**config.mk**
```make
export PLATFORM = sky130hd
export DESIGN_NAME = idu_stage_flat
export DESIGN_NICKNAME = d
export VERILOG_FILES = /design/src/rtl/idu_pkg.sv /design/src/rtl/idu_if.sv /design/src/rtl/idu_dec.sv /design/src/rtl/idu_stage.sv /design/src/flat_wrapper.sv
export SDC_FILE = /design/constraint.sdc
export NUM_CORES = 1
export LEC_CHECK = 0
export CELL_PAD_IN_SITES_DETAIL_PLACEMENT = 2
export CELL_PAD_IN_SITES_GLOBAL_PLACEMENT = 2
export CORE_ASPECT_RATIO = 1.4
export CORE_UTILIZATION = 34
export DETAILED_ROUTE_END_ITERATION = 7
export PLACE_DENSITY = 0.88
export SYNTH_ARGS = -nofsm -noshare
export SYNTH_HDL_FRONTEND = slang
export SYNTH_HIERARCHICAL = 1
export SYNTH_SLANG_ARGS = --single-unit
```
**constraint.sdc**
```tcl
create_clock -name clk -period 2.55 [get_ports clk]
set_input_delay 0.51 -clock clk [delete_from_list [all_inputs] [get_ports clk]]
set_output_delay 0.51 -clock clk [all_outputs]
set_load 0.1 [all_outputs]
```
**src/rtl/idu_pkg.sv**
```systemverilog
// idu_pkg: shared definitions for the decode stage.
//   - RV32 major opcode constants
//   - ALU operation codes and CSR operation codes
//   - bit positions inside the 12-bit control flag vector
//   - dec_t: decoded control bundle, entry_t: dec_t plus its pc
// Register-index fields are always 5 bits wide here; the stage narrows them
// to the configured index width at its outputs.
package idu_pkg;

  localparam logic [6:0] OP_LUI    = 7'b0110111;
  localparam logic [6:0] OP_AUIPC  = 7'b0010111;
  localparam logic [6:0] OP_JAL    = 7'b1101111;
  localparam logic [6:0] OP_JALR   = 7'b1100111;
  localparam logic [6:0] OP_BRANCH = 7'b1100011;
  localparam logic [6:0] OP_LOAD   = 7'b0000011;
  localparam logic [6:0] OP_STORE  = 7'b0100011;
  localparam logic [6:0] OP_IMM    = 7'b0010011;
  localparam logic [6:0] OP_REG    = 7'b0110011;
  localparam logic [6:0] OP_FENCE  = 7'b0001111;
  localparam logic [6:0] OP_SYSTEM = 7'b1110011;

  localparam logic [3:0] ALU_ADD   = 4'd0;
  localparam logic [3:0] ALU_SUB   = 4'd1;
  localparam logic [3:0] ALU_SLL   = 4'd2;
  localparam logic [3:0] ALU_SLT   = 4'd3;
  localparam logic [3:0] ALU_SLTU  = 4'd4;
  localparam logic [3:0] ALU_XOR   = 4'd5;
  localparam logic [3:0] ALU_SRL   = 4'd6;
  localparam logic [3:0] ALU_SRA   = 4'd7;
  localparam logic [3:0] ALU_OR    = 4'd8;
  localparam logic [3:0] ALU_AND   = 4'd9;
  localparam logic [3:0] ALU_PASSB = 4'd10;

  localparam logic [1:0] CSR_NONE = 2'd0;
  localparam logic [1:0] CSR_RW   = 2'd1;
  localparam logic [1:0] CSR_RS   = 2'd2;
  localparam logic [1:0] CSR_RC   = 2'd3;

  localparam int F_REG_WRITE  = 11;
  localparam int F_MEM_READ   = 10;
  localparam int F_MEM_WRITE  = 9;
  localparam int F_MEM_TO_REG = 8;
  localparam int F_BRANCH     = 7;
  localparam int F_JAL        = 6;
  localparam int F_JALR       = 5;
  localparam int F_AUIPC      = 4;
  localparam int F_FENCE      = 3;
  localparam int F_ECALL      = 2;
  localparam int F_EBREAK     = 1;
  localparam int F_MRET       = 0;

  // Flags that must never take effect for an illegal instruction:
  // reg_write, mem_read, mem_write, branch, jal, jalr.
  localparam logic [11:0] ILLEGAL_KILL = 12'b1110_1110_0000;

  typedef struct packed {
    logic [4:0]  rs1;
    logic [4:0]  rs2;
    logic [4:0]  rd;
    logic [31:0] imm;
    logic [3:0]  alu_op;
    logic        alu_src;
    logic [2:0]  br_op;
    logic [2:0]  mem_size;
    logic [11:0] flags;
    logic [1:0]  csr_op;
    logic        csr_imm;
    logic        csr_we;
    logic [11:0] csr_addr;
    logic        illegal;
  } dec_t;

  typedef struct packed {
    logic [31:0] pc;
    dec_t        dec;
  } entry_t;

endpackage

```
**src/rtl/idu_if.sv**
```systemverilog
// idu_if: IFU->IDU request channel and IDU->EXU decoded-entry channel.
//   Parameters: XLEN (pc/imm width), AW (register index width).
//   modport master: environment side (drives in_*, out_ready).
//   modport slave : decode stage side (drives in_ready, out_*).
interface idu_if #(
  parameter int XLEN = 32,
  parameter int AW   = 4
);
  logic            in_valid;
  logic            in_ready;
  logic [XLEN-1:0] in_pc;
  logic [31:0]     in_inst;

  logic            out_valid;
  logic            out_ready;
  logic [XLEN-1:0] out_pc;
  logic [AW-1:0]   out_rs1;
  logic [AW-1:0]   out_rs2;
  logic [AW-1:0]   out_rd;
  logic [XLEN-1:0] out_imm;
  logic [3:0]      out_alu_op;
  logic            out_alu_src;
  logic [2:0]      out_br_op;
  logic [2:0]      out_mem_size;
  logic [11:0]     out_flags;
  logic [1:0]      out_csr_op;
  logic            out_csr_imm;
  logic            out_csr_we;
  logic [11:0]     out_csr_addr;
  logic            out_illegal;

  modport master (
    output in_valid, in_pc, in_inst, out_ready,
    input  in_ready, out_valid, out_pc, out_rs1, out_rs2, out_rd, out_imm,
           out_alu_op, out_alu_src, out_br_op, out_mem_size, out_flags,
           out_csr_op, out_csr_imm, out_csr_we, out_csr_addr, out_illegal
  );

  modport slave (
    input  in_valid, in_pc, in_inst, out_ready,
    output in_ready, out_valid, out_pc, out_rs1, out_rs2, out_rd, out_imm,
           out_alu_op, out_alu_src, out_br_op, out_mem_size, out_flags,
           out_csr_op, out_csr_imm, out_csr_we, out_csr_addr, out_illegal
  );
endinterface

```
**src/rtl/idu_dec.sv**
```systemverilog
// idu_dec: purely combinational RV32I/E + Zicsr + FENCE decoder.
//   inst : 32-bit instruction word
//   dec  : decoded control bundle (dec_t); illegal encodings are reported in
//          dec.illegal with side-effecting flags suppressed.
//   NR_REGS = 16 rejects any used register field that names x16..x31.
module idu_dec
  import idu_pkg::*;
#(
  parameter int NR_REGS = 16
) (
  input  logic [31:0] inst,
  output dec_t        dec
);

  localparam bit RV32E = (NR_REGS == 16);

  logic [6:0]  opcode_s;
  logic [6:0]  funct7_s;
  logic [2:0]  funct3_s;
  logic [4:0]  rd_s;
  logic [4:0]  rs1_s;
  logic [4:0]  rs2_s;
  logic [31:0] imm_i_s;
  logic [31:0] imm_s_s;
  logic [31:0] imm_b_s;
  logic [31:0] imm_u_s;
  logic [31:0] imm_j_s;
  logic        f7_zero_s;
  logic        f7_alt_s;
  logic [3:0]  arith_op_s;
  logic        use_rd_s;
  logic        use_rs1_s;
  logic        use_rs2_s;
  logic        bad_enc_s;
  logic        reg_err_s;
  logic        illegal_s;

  assign opcode_s  = inst[6:0];
  assign rd_s      = inst[11:7];
  assign funct3_s  = inst[14:12];
  assign rs1_s     = inst[19:15];
  assign rs2_s     = inst[24:20];
  assign funct7_s  = inst[31:25];
  assign imm_i_s   = {{20{inst[31]}}, inst[31:20]};
  assign imm_s_s   = {{20{inst[31]}}, inst[31:25], inst[11:7]};
  assign imm_b_s   = {{19{inst[31]}}, inst[31], inst[7], inst[30:25], inst[11:8], 1'b0};
  assign imm_u_s   = {inst[31:12], 12'h000};
  assign imm_j_s   = {{11{inst[31]}}, inst[31], inst[19:12], inst[20], inst[30:21], 1'b0};
  assign f7_zero_s = (funct7_s == 7'b0000000);
  assign f7_alt_s  = (funct7_s == 7'b0100000);

  // ALU op for OP / OP-IMM; SUB exists only in register form (ADDI bit 30 is immediate)
  always_comb begin
    arith_op_s = ALU_ADD;
    case (funct3_s)
      3'b000: arith_op_s = (f7_alt_s && (opcode_s == OP_REG)) ? ALU_SUB : ALU_ADD;
      3'b001: arith_op_s = ALU_SLL;
      3'b010: arith_op_s = ALU_SLT;
      3'b011: arith_op_s = ALU_SLTU;
      3'b100: arith_op_s = ALU_XOR;
      3'b101: arith_op_s = f7_alt_s ? ALU_SRA : ALU_SRL;
      3'b110: arith_op_s = ALU_OR;
      3'b111: arith_op_s = ALU_AND;
      default: arith_op_s = ALU_ADD;
    endcase
  end

  // Main decode: per-opcode fields, then legality and flag suppression
  always_comb begin
    dec       = '0;
    dec.rs1   = rs1_s;
    dec.rs2   = rs2_s;
    dec.rd    = rd_s;
    use_rd_s  = 1'b0;
    use_rs1_s = 1'b0;
    use_rs2_s = 1'b0;
    bad_enc_s = 1'b0;
    case (opcode_s)
      OP_LUI: begin
        dec.imm = imm_u_s; dec.alu_op = ALU_PASSB; dec.alu_src = 1'b1;
        dec.flags[F_REG_WRITE] = 1'b1; use_rd_s = 1'b1;
      end
      OP_AUIPC: begin
        dec.imm = imm_u_s; dec.alu_src = 1'b1;
        dec.flags[F_REG_WRITE] = 1'b1; dec.flags[F_AUIPC] = 1'b1; use_rd_s = 1'b1;
      end
      OP_JAL: begin
        dec.imm = imm_j_s; dec.alu_src = 1'b1;
        dec.flags[F_REG_WRITE] = 1'b1; dec.flags[F_JAL] = 1'b1; use_rd_s = 1'b1;
      end
      OP_JALR: begin
        dec.imm = imm_i_s; dec.alu_src = 1'b1;
        dec.flags[F_REG_WRITE] = 1'b1; dec.flags[F_JALR] = 1'b1;
        use_rd_s = 1'b1; use_rs1_s = 1'b1;
      end
      OP_BRANCH: begin
        dec.imm = imm_b_s; dec.br_op = funct3_s; dec.flags[F_BRANCH] = 1'b1;
        use_rs1_s = 1'b1; use_rs2_s = 1'b1;
        bad_enc_s = (funct3_s == 3'b010) || (funct3_s == 3'b011);
      end
      OP_LOAD: begin
        dec.imm = imm_i_s; dec.alu_src = 1'b1; dec.mem_size = funct3_s;
        dec.flags[F_REG_WRITE] = 1'b1; dec.flags[F_MEM_READ] = 1'b1;
        dec.flags[F_MEM_TO_REG] = 1'b1; use_rd_s = 1'b1; use_rs1_s = 1'b1;
        bad_enc_s = (funct3_s == 3'b011) || (funct3_s == 3'b110) || (funct3_s == 3'b111);
      end
      OP_STORE: begin
        dec.imm = imm_s_s; dec.alu_src = 1'b1; dec.mem_size = funct3_s;
        dec.flags[F_MEM_WRITE] = 1'b1; use_rs1_s = 1'b1; use_rs2_s = 1'b1;
        bad_enc_s = (funct3_s > 3'b010);
      end
      OP_IMM: begin
        dec.imm = imm_i_s; dec.alu_src = 1'b1; dec.alu_op = arith_op_s;
        dec.flags[F_REG_WRITE] = 1'b1; use_rd_s = 1'b1; use_rs1_s = 1'b1;
        // only shifts carry a funct7 field in immediate form
        bad_enc_s = ((funct3_s == 3'b001) && !f7_zero_s) ||
                    ((funct3_s == 3'b101) && !f7_zero_s && !f7_alt_s);
      end
      OP_REG: begin
        dec.alu_op = arith_op_s; dec.flags[F_REG_WRITE] = 1'b1;
        use_rd_s = 1'b1; use_rs1_s = 1'b1; use_rs2_s = 1'b1;
        bad_enc_s = !(f7_zero_s ||
                      (f7_alt_s && ((funct3_s == 3'b000) || (funct3_s == 3'b101))));
      end
      OP_FENCE: begin
        dec.imm = imm_i_s; dec.flags[F_FENCE] = 1'b1;
      end
      OP_SYSTEM: begin
        if (funct3_s == 3'b000) begin
          case (inst[31:20])
            12'h000: dec.flags[F_ECALL]  = 1'b1;
            12'h001: dec.flags[F_EBREAK] = 1'b1;
            12'h302: dec.flags[F_MRET]   = 1'b1;
            default: bad_enc_s = 1'b1;
          endcase
        end else if (funct3_s == 3'b100) begin
          bad_enc_s = 1'b1;
        end else begin
          // funct3[2] selects the uimm form; funct3[1:0] is the CSR op code
          dec.csr_op   = funct3_s[1:0];
          dec.csr_imm  = funct3_s[2];
          dec.csr_addr = inst[31:20];
          dec.alu_op   = ALU_PASSB;
          dec.alu_src  = funct3_s[2];
          dec.imm      = funct3_s[2] ? {27'd0, rs1_s} : 32'd0;
          dec.csr_we   = (funct3_s[1:0] == CSR_RW) || (rs1_s != 5'd0);
          dec.flags[F_REG_WRITE] = 1'b1;
          use_rd_s  = 1'b1;
          use_rs1_s = !funct3_s[2];
        end
      end
      default: bad_enc_s = 1'b1;
    endcase

    reg_err_s = RV32E && ((use_rd_s && rd_s[4]) || (use_rs1_s && rs1_s[4]) ||
                          (use_rs2_s && rs2_s[4]));
    illegal_s   = bad_enc_s || reg_err_s;
    dec.illegal = illegal_s;
    dec.flags   = dec.flags & ~(illegal_s ? ILLEGAL_KILL : 12'h000);
    dec.flags[F_REG_WRITE] = dec.flags[F_REG_WRITE] & (rd_s != 5'd0);
    dec.csr_we  = dec.csr_we & ~illegal_s;
  end

endmodule

```
**src/rtl/idu_stage.sv**
```systemverilog
// idu_stage: registered decode stage with a 2-entry (output + skid) buffer.
//   clk, rst : clock, synchronous active-high reset
//   flush    : drops both buffered entries and any same-cycle accept
//   bus      : idu_if.slave -- in_valid/in_ready/in_pc/in_inst request,
//              out_valid/out_ready plus decoded payload toward the EXU
//   perf_dec_cnt, perf_stall_cnt : present only when IDU_PERF_EN is defined
// in_ready comes straight from the skid-valid flop and out_* straight from
// the output register, so neither side sees a combinational path.
module idu_stage
  import idu_pkg::*;
#(
  parameter int NR_REGS = 16,
  parameter int XLEN    = 32
) (
  input  logic   clk,
  input  logic   rst,
  input  logic   flush,
  idu_if.slave   bus
`ifdef IDU_PERF_EN
  ,
  output logic [31:0] perf_dec_cnt,
  output logic [31:0] perf_stall_cnt
`endif
);

  localparam int AW = $clog2(NR_REGS);

  dec_t   dec_s;
  entry_t in_entry_s;
  entry_t out_r;
  entry_t skid_r;
  logic   out_valid_r;
  logic   skid_valid_r;
  logic   accept_s;
  logic   out_free_s;
  logic   unused_reg_bits_s;

  idu_dec #(.NR_REGS(NR_REGS)) u_dec (
    .inst (bus.in_inst),
    .dec  (dec_s)
  );

  assign in_entry_s = {bus.in_pc, dec_s};
  assign accept_s   = bus.in_valid && !skid_valid_r;
  assign out_free_s = !out_valid_r || bus.out_ready;

  // Output register and skid entry; a full skid implies a full output register
  always_ff @(posedge clk) begin
    if (rst) begin
      out_valid_r  <= 1'b0;
      skid_valid_r <= 1'b0;
      out_r        <= '0;
      skid_r       <= '0;
    end else if (flush) begin
      out_valid_r  <= 1'b0;
      skid_valid_r <= 1'b0;
    end else if (skid_valid_r) begin
      // in_ready is low here, so the only possible move is skid -> output
      if (bus.out_ready) begin
        out_r        <= skid_r;
        skid_valid_r <= 1'b0;
      end
    end else if (accept_s) begin
      if (out_free_s) begin
        out_r       <= in_entry_s;
        out_valid_r <= 1'b1;
      end else begin
        skid_r       <= in_entry_s;
        skid_valid_r <= 1'b1;
      end
    end else if (bus.out_ready) begin
      out_valid_r <= 1'b0;
    end
  end

`ifdef IDU_PERF_EN
  // Accepted-entry and back-pressure counters; survive flush, wrap at 2^32
  always_ff @(posedge clk) begin
    if (rst) begin
      perf_dec_cnt   <= 32'd0;
      perf_stall_cnt <= 32'd0;
    end else begin
      if (accept_s) perf_dec_cnt <= perf_dec_cnt + 32'd1;
      if (out_valid_r && !bus.out_ready) perf_stall_cnt <= perf_stall_cnt + 32'd1;
    end
  end
`endif

  assign bus.in_ready     = !skid_valid_r;
  assign bus.out_valid    = out_valid_r;
  assign bus.out_pc       = out_r.pc[XLEN-1:0];
  assign bus.out_rs1      = out_r.dec.rs1[AW-1:0];
  assign bus.out_rs2      = out_r.dec.rs2[AW-1:0];
  assign bus.out_rd       = out_r.dec.rd[AW-1:0];
  assign bus.out_imm      = out_r.dec.imm[XLEN-1:0];
  assign bus.out_alu_op   = out_r.dec.alu_op;
  assign bus.out_alu_src  = out_r.dec.alu_src;
  assign bus.out_br_op    = out_r.dec.br_op;
  assign bus.out_mem_size = out_r.dec.mem_size;
  assign bus.out_flags    = out_r.dec.flags;
  assign bus.out_csr_op   = out_r.dec.csr_op;
  assign bus.out_csr_imm  = out_r.dec.csr_imm;
  assign bus.out_csr_we   = out_r.dec.csr_we;
  assign bus.out_csr_addr = out_r.dec.csr_addr;
  assign bus.out_illegal  = out_r.dec.illegal;

  // high register-index bits are dropped when AW < 5
  assign unused_reg_bits_s = ^{out_r.dec.rs1, out_r.dec.rs2, out_r.dec.rd};

endmodule

```
**src/flat_wrapper.sv**
```systemverilog
// flat-port wrapper written by rule: the top's interface ports become plain ports
module idu_stage_flat import idu_pkg::*;
#(
  parameter int NR_REGS = 16,
  parameter int XLEN    = 32
)
  (clk, rst, flush, bus_in_valid, bus_in_pc, bus_in_inst, bus_out_ready, bus_in_ready, bus_out_valid, bus_out_pc, bus_out_rs1, bus_out_rs2, bus_out_rd, bus_out_imm, bus_out_alu_op, bus_out_alu_src, bus_out_br_op, bus_out_mem_size, bus_out_flags, bus_out_csr_op, bus_out_csr_imm, bus_out_csr_we, bus_out_csr_addr, bus_out_illegal);
  idu_if #(.XLEN(XLEN), .AW(4)) bus_i ();
  input  logic clk;
  input  logic rst;
  input  logic flush;
  input wire logic [$bits(bus_i.in_valid)-1:0] bus_in_valid;
  input wire logic [$bits(bus_i.in_pc)-1:0] bus_in_pc;
  input wire logic [$bits(bus_i.in_inst)-1:0] bus_in_inst;
  input wire logic [$bits(bus_i.out_ready)-1:0] bus_out_ready;
  output wire logic [$bits(bus_i.in_ready)-1:0] bus_in_ready;
  output wire logic [$bits(bus_i.out_valid)-1:0] bus_out_valid;
  output wire logic [$bits(bus_i.out_pc)-1:0] bus_out_pc;
  output wire logic [$bits(bus_i.out_rs1)-1:0] bus_out_rs1;
  output wire logic [$bits(bus_i.out_rs2)-1:0] bus_out_rs2;
  output wire logic [$bits(bus_i.out_rd)-1:0] bus_out_rd;
  output wire logic [$bits(bus_i.out_imm)-1:0] bus_out_imm;
  output wire logic [$bits(bus_i.out_alu_op)-1:0] bus_out_alu_op;
  output wire logic [$bits(bus_i.out_alu_src)-1:0] bus_out_alu_src;
  output wire logic [$bits(bus_i.out_br_op)-1:0] bus_out_br_op;
  output wire logic [$bits(bus_i.out_mem_size)-1:0] bus_out_mem_size;
  output wire logic [$bits(bus_i.out_flags)-1:0] bus_out_flags;
  output wire logic [$bits(bus_i.out_csr_op)-1:0] bus_out_csr_op;
  output wire logic [$bits(bus_i.out_csr_imm)-1:0] bus_out_csr_imm;
  output wire logic [$bits(bus_i.out_csr_we)-1:0] bus_out_csr_we;
  output wire logic [$bits(bus_i.out_csr_addr)-1:0] bus_out_csr_addr;
  output wire logic [$bits(bus_i.out_illegal)-1:0] bus_out_illegal;
  assign bus_i.in_valid = bus_in_valid;
  assign bus_i.in_pc = bus_in_pc;
  assign bus_i.in_inst = bus_in_inst;
  assign bus_i.out_ready = bus_out_ready;
  assign bus_in_ready = bus_i.in_ready;
  assign bus_out_valid = bus_i.out_valid;
  assign bus_out_pc = bus_i.out_pc;
  assign bus_out_rs1 = bus_i.out_rs1;
  assign bus_out_rs2 = bus_i.out_rs2;
  assign bus_out_rd = bus_i.out_rd;
  assign bus_out_imm = bus_i.out_imm;
  assign bus_out_alu_op = bus_i.out_alu_op;
  assign bus_out_alu_src = bus_i.out_alu_src;
  assign bus_out_br_op = bus_i.out_br_op;
  assign bus_out_mem_size = bus_i.out_mem_size;
  assign bus_out_flags = bus_i.out_flags;
  assign bus_out_csr_op = bus_i.out_csr_op;
  assign bus_out_csr_imm = bus_i.out_csr_imm;
  assign bus_out_csr_we = bus_i.out_csr_we;
  assign bus_out_csr_addr = bus_i.out_csr_addr;
  assign bus_out_illegal = bus_i.out_illegal;
  idu_stage #(.NR_REGS(NR_REGS), .XLEN(XLEN)) u_core (.clk(clk), .rst(rst), .flush(flush), .bus(bus_i));
endmodule
```
After elaboration in Yosys (flattened, before gate mapping)
Index checks and enable logic that the tools add are counted.
- bits in registers: 237
- latch bits: 0
- RAM bits: 0
- ROM bits: 0
- bits of input ports: 69
- logic and storage cells: 161
- memories kept: 0
- add/subtract/negate cells: 0
- $mul: 0
- div/mod/pow operators: 0
- order comparisons: 1
- equal/unequal tests: 24
- shifts and indexed selects: 0
- multiplexer cells: 48
- bitwise logic cells: 8
- reduce and logical (&&, ||, !) cells: 48
- operator list (cell ; number):
    $mux 119 ; 4
    $pmux 32 s6 ; 1
    $mux 16 ; 2
    $pmux 4 s8 ; 1
    $eq 7x6->1 const B ; 4
    $eq 7x7->1 const B ; 4
    $mux 1 ; 27
    $mux 10 ; 2
    $mux 19 ; 1
    $eq 7x5->1 const B ; 2
    $reduce_or 7->1 ; 2
    $and 12x12->12 ; 1
    $eq 12x1->1 const B ; 1
    $eq 12x10->1 const B ; 1
    $eq 3x3->1 const B ; 4
    $logic_not 12->1 ; 1
    $mux 12 ; 1
    $not 12->12 ; 1
    $pmux 4 s3 ; 1
    $logic_or 1x1->1 ; 11
    $reduce_bool 5->1 ; 2
    $logic_and 1x1->1 ; 9
    $mux 3 ; 3
    $reduce_and 4->1 ; 2
    22 further kinds ; 41

Logic depth before layout (Yosys ltp)
- word-level depth: 15
- gate-level depth with buffers: 10

Modules after synthesis
Netlist, hierarchy kept.
- modules (own cells, without submodules) (module ; instances ; cells an instance ; area an instance (um^2) ; seq. area each (um^2)):
    idu_stage ; 1 ; 1045 ; 10695.3 ; 4684.5
    idu_dec ; 1 ; 214 ; 1496.4 ; 0.0

Worst setup path after synthesis
No wires, ideal clock.
- kind: input port to flip-flop
- from: input port bus_in_inst[5]
- to: register u_core.out_r, in the netlist u_core/bus.out_csr_we
- setup time: 86 ps
- data arrival time: 2076 ps
- setup slack: 388 ps
- cell stages on the path: 9
- cell sequence: buf_2 and3b_1 buf_6 o21ai_1 nor4bb_4 nand3_2 nor4b_2 mux2i_1 a211oi_1
- RTL lines (element ; RTL line ; source):
    start, declared ; flat_wrapper.sv:14 ; input wire logic [$bits(bus_i.in_inst)-1:0] bus_in_inst;
    end signal, assigned ; idu_stage.sv:60 ; out_r <= skid_r;
    end signal, assigned ; idu_stage.sv:65 ; out_r <= in_entry_s;
    end, declared ; idu_stage.sv:30 ; entry_t out_r;

==> results <==
layout make-up:
type | count | area, sq um | share of cell area (%)
clock inverters | 13 | 226.5 | 1.446
well taps | 456 | 570.5 | 3.644
repair buffers | 302 | 2615 | 16.70
multi-input cells | 888 | 6814 | 43.52
flip-flops and latches | 234 | 4688 | 29.94
clock buffers | 34 | 730.7 | 4.667
inverters | 3 | 11.26 | 0.07193
worst paths after layout:
check | end | slack (ns) | start | depth (start not counted)
worst max-delay path | u_core/bus.out_flags[1] | 0.05 | bus_in_inst[2] | 9
worst min-delay path | u_core/skid_r[31] | 0.48 | u_core/skid_r[31] | 2
worst max register to register | u_core/bus.out_imm[13] | 0.59 | u_core/skid_valid_r | 4
worst min register to register | u_core/skid_r[31] | 0.48 | u_core/skid_r[31] | 2
metrics by stage:
| step | utilization [%] | std cells | area (sq um) | worst slack, ns | TNS, ns |
|---|---|---|---|---|---|
| floorplan | - | 1256 | 12170 | 0.3878 | 0 |
| global placement | 41.86 | 1883 | 14680 | -0.3574 | -14.68 |
| detailed placement | 41.86 | 1883 | 14680 | -0.5309 | -24.50 |
| CTS | 44.58 | 1930 | 15630 | 0.004711 | 0 |
| global route | 44.65 | 1930 | 15660 | -0.05727 | -0.05727 |
| finish | 44.65 | 1930 | 15660 | 0.05325 | 0 |
layer usage:
layer,global-route usage (%),wire (um),up-vias
met1,26.79,17740,5243
li1,-,-,4831
met5,0,38,-
met2,46.16,24200,252
met4,15.61,2857,6
met3,4.022,1850,142
cells in the final DEF (no fill, tap or decap), types with 4 or more instances in the layout:
| cell | n |
|---|---|
| nor3_1 | 11 |
| mux2i_1 | 232 |
| clkbuf_8 | 6 |
| clkdlybuf4s50_1 | 66 |
| a211oi_1 | 76 |
| and2b_1 | 4 |
| buf_12 | 14 |
| nand2_1 | 15 |
| dfxtp_1 | 233 |
| a21o_1 | 20 |
| nand3_1 | 4 |
| and2_1 | 25 |
| nor2_1 | 20 |
| a221o_1 | 4 |
| a211oi_2 | 40 |
| and3_1 | 8 |
| buf_4 | 220 |
| nor4_1 | 4 |
| clkbuf_16 | 26 |
| clkinv_2 | 6 |
| nand2b_1 | 237 |
| bufinv_16 | 6 |
| a21oi_1 | 123 |
sequential cells by signal, summed over array words and instances, names as in the netlist, 4 cells and up:
name / flops
u_core/skid_r: 116
u_core/bus.out_imm: 32
u_core/bus.out_pc: 32
u_core/bus.out_csr_addr: 12
u_core/bus.out_flags: 12
u_core/bus.out_alu_op: 4
u_core/bus.out_rd: 4
u_core/bus.out_rs1: 4
u_core/bus.out_rs2: 4
critical path, stage by stage:
cell	delay [ns]
clkdlybuf4s50_1	0.52
nand4bb_2	0.33
buf_4	0.19
nor2_1	0.09
buf_4	0.17
nand4_1	0.21
nor3_1	0.49
mux2i_1	0.18
a211oi_1	0.26
what timing repair did:
| action | 4_1_cts | 5_1_grt |
|---|---|---|
| resized for setup | 1 | 3 |
| setup endpoints to repair | 1 | 2 |
| pin swaps | 0 | 0 |
power breakdown:
part	leakage [nW]	internal, mW	switching (mW)
clock	0.475	2.62	1.68
sequential	1.91	3.78	0.0881
combinational	3.11	0.581	1.47
==> metrics.txt <==
ant diodes 0; Least-Margin Pin Slew 0.5852 ns; NumNets Final 1524; worst endpoint required time 3.01 ns; total global routing overflow 0; root buf cell clkbuf_16; DIE AREA 0.03656 sq mm; Ys Warns 6; TritonCTS clock tree yes; Clk pin slew, worst setup/hold paths 0.06 ns; Starting DRT DRC Count 426; Die Ht 225.9 um; outcome completed; Post-DP HPWL 32.05 mm; DR WL/cell 24.19 um; Slew Limit Fails 0; Hold Crit Class flip-flop to flip-flop; H-tree depth 1; initial antenna violation count 4; Pre-antenna DRT Iters 4; max_cap viols 0; Tcrit/Tclk final 97.91%; largest net degree at the start of global routing 89; Pwr Total 10.22 mW; Rel. slew slack 60.99%; P&R area growth vs syn 28.66%; Leakage Power 5.496 nW; Post-Synthesis Cells 1256; Max Buffers Root-to-Sink 3; DRT antenna net count 0; via count 10470; vias in the first global route 11880; CP Data Arrival Time 2.96 ns; maximum vdd drop 0.4879 mV; Setup-failing EPs final 0; syn_nets 1325; CTS Buf Count 26; die width 161.9 um; vias per cell 5.427; Top-Level Pins 187; initial core utilization 34.70%; gr usage total 25.21%; Max FO, Critical Path 6; number of port buffers 186; syn avg cell area 9.689 sq um; core box area 0.03507 sq mm; CTS sink cnt 234; site row count 81; first-pass GRT wire length 70.95 mm; Post-CTS Setup Bufs 0; routability cong. 0.8711; hold buffers post-CTS 0; Post-Syn Area 0.01217 sq mm; drt drc 0; Max Clock Skew 0.01566 ns; DRT Wirelength 46.69 mm; CP Class input port to flip-flop; Power Density 653.1 mW/mm^2; share of cells above drive strength 1 23.88%; startpoint type of the worst setup path input port; WHS 0.4776 ns; Crit. End Element flip-flop; Hold Vio Cnt, Final 0; worst skew pair latency 0.56 ns; Fillers 3721; Fmax achieved 400.5 MHz; fin crit period 2.497 ns
Power figures use the tool's default switching activity.
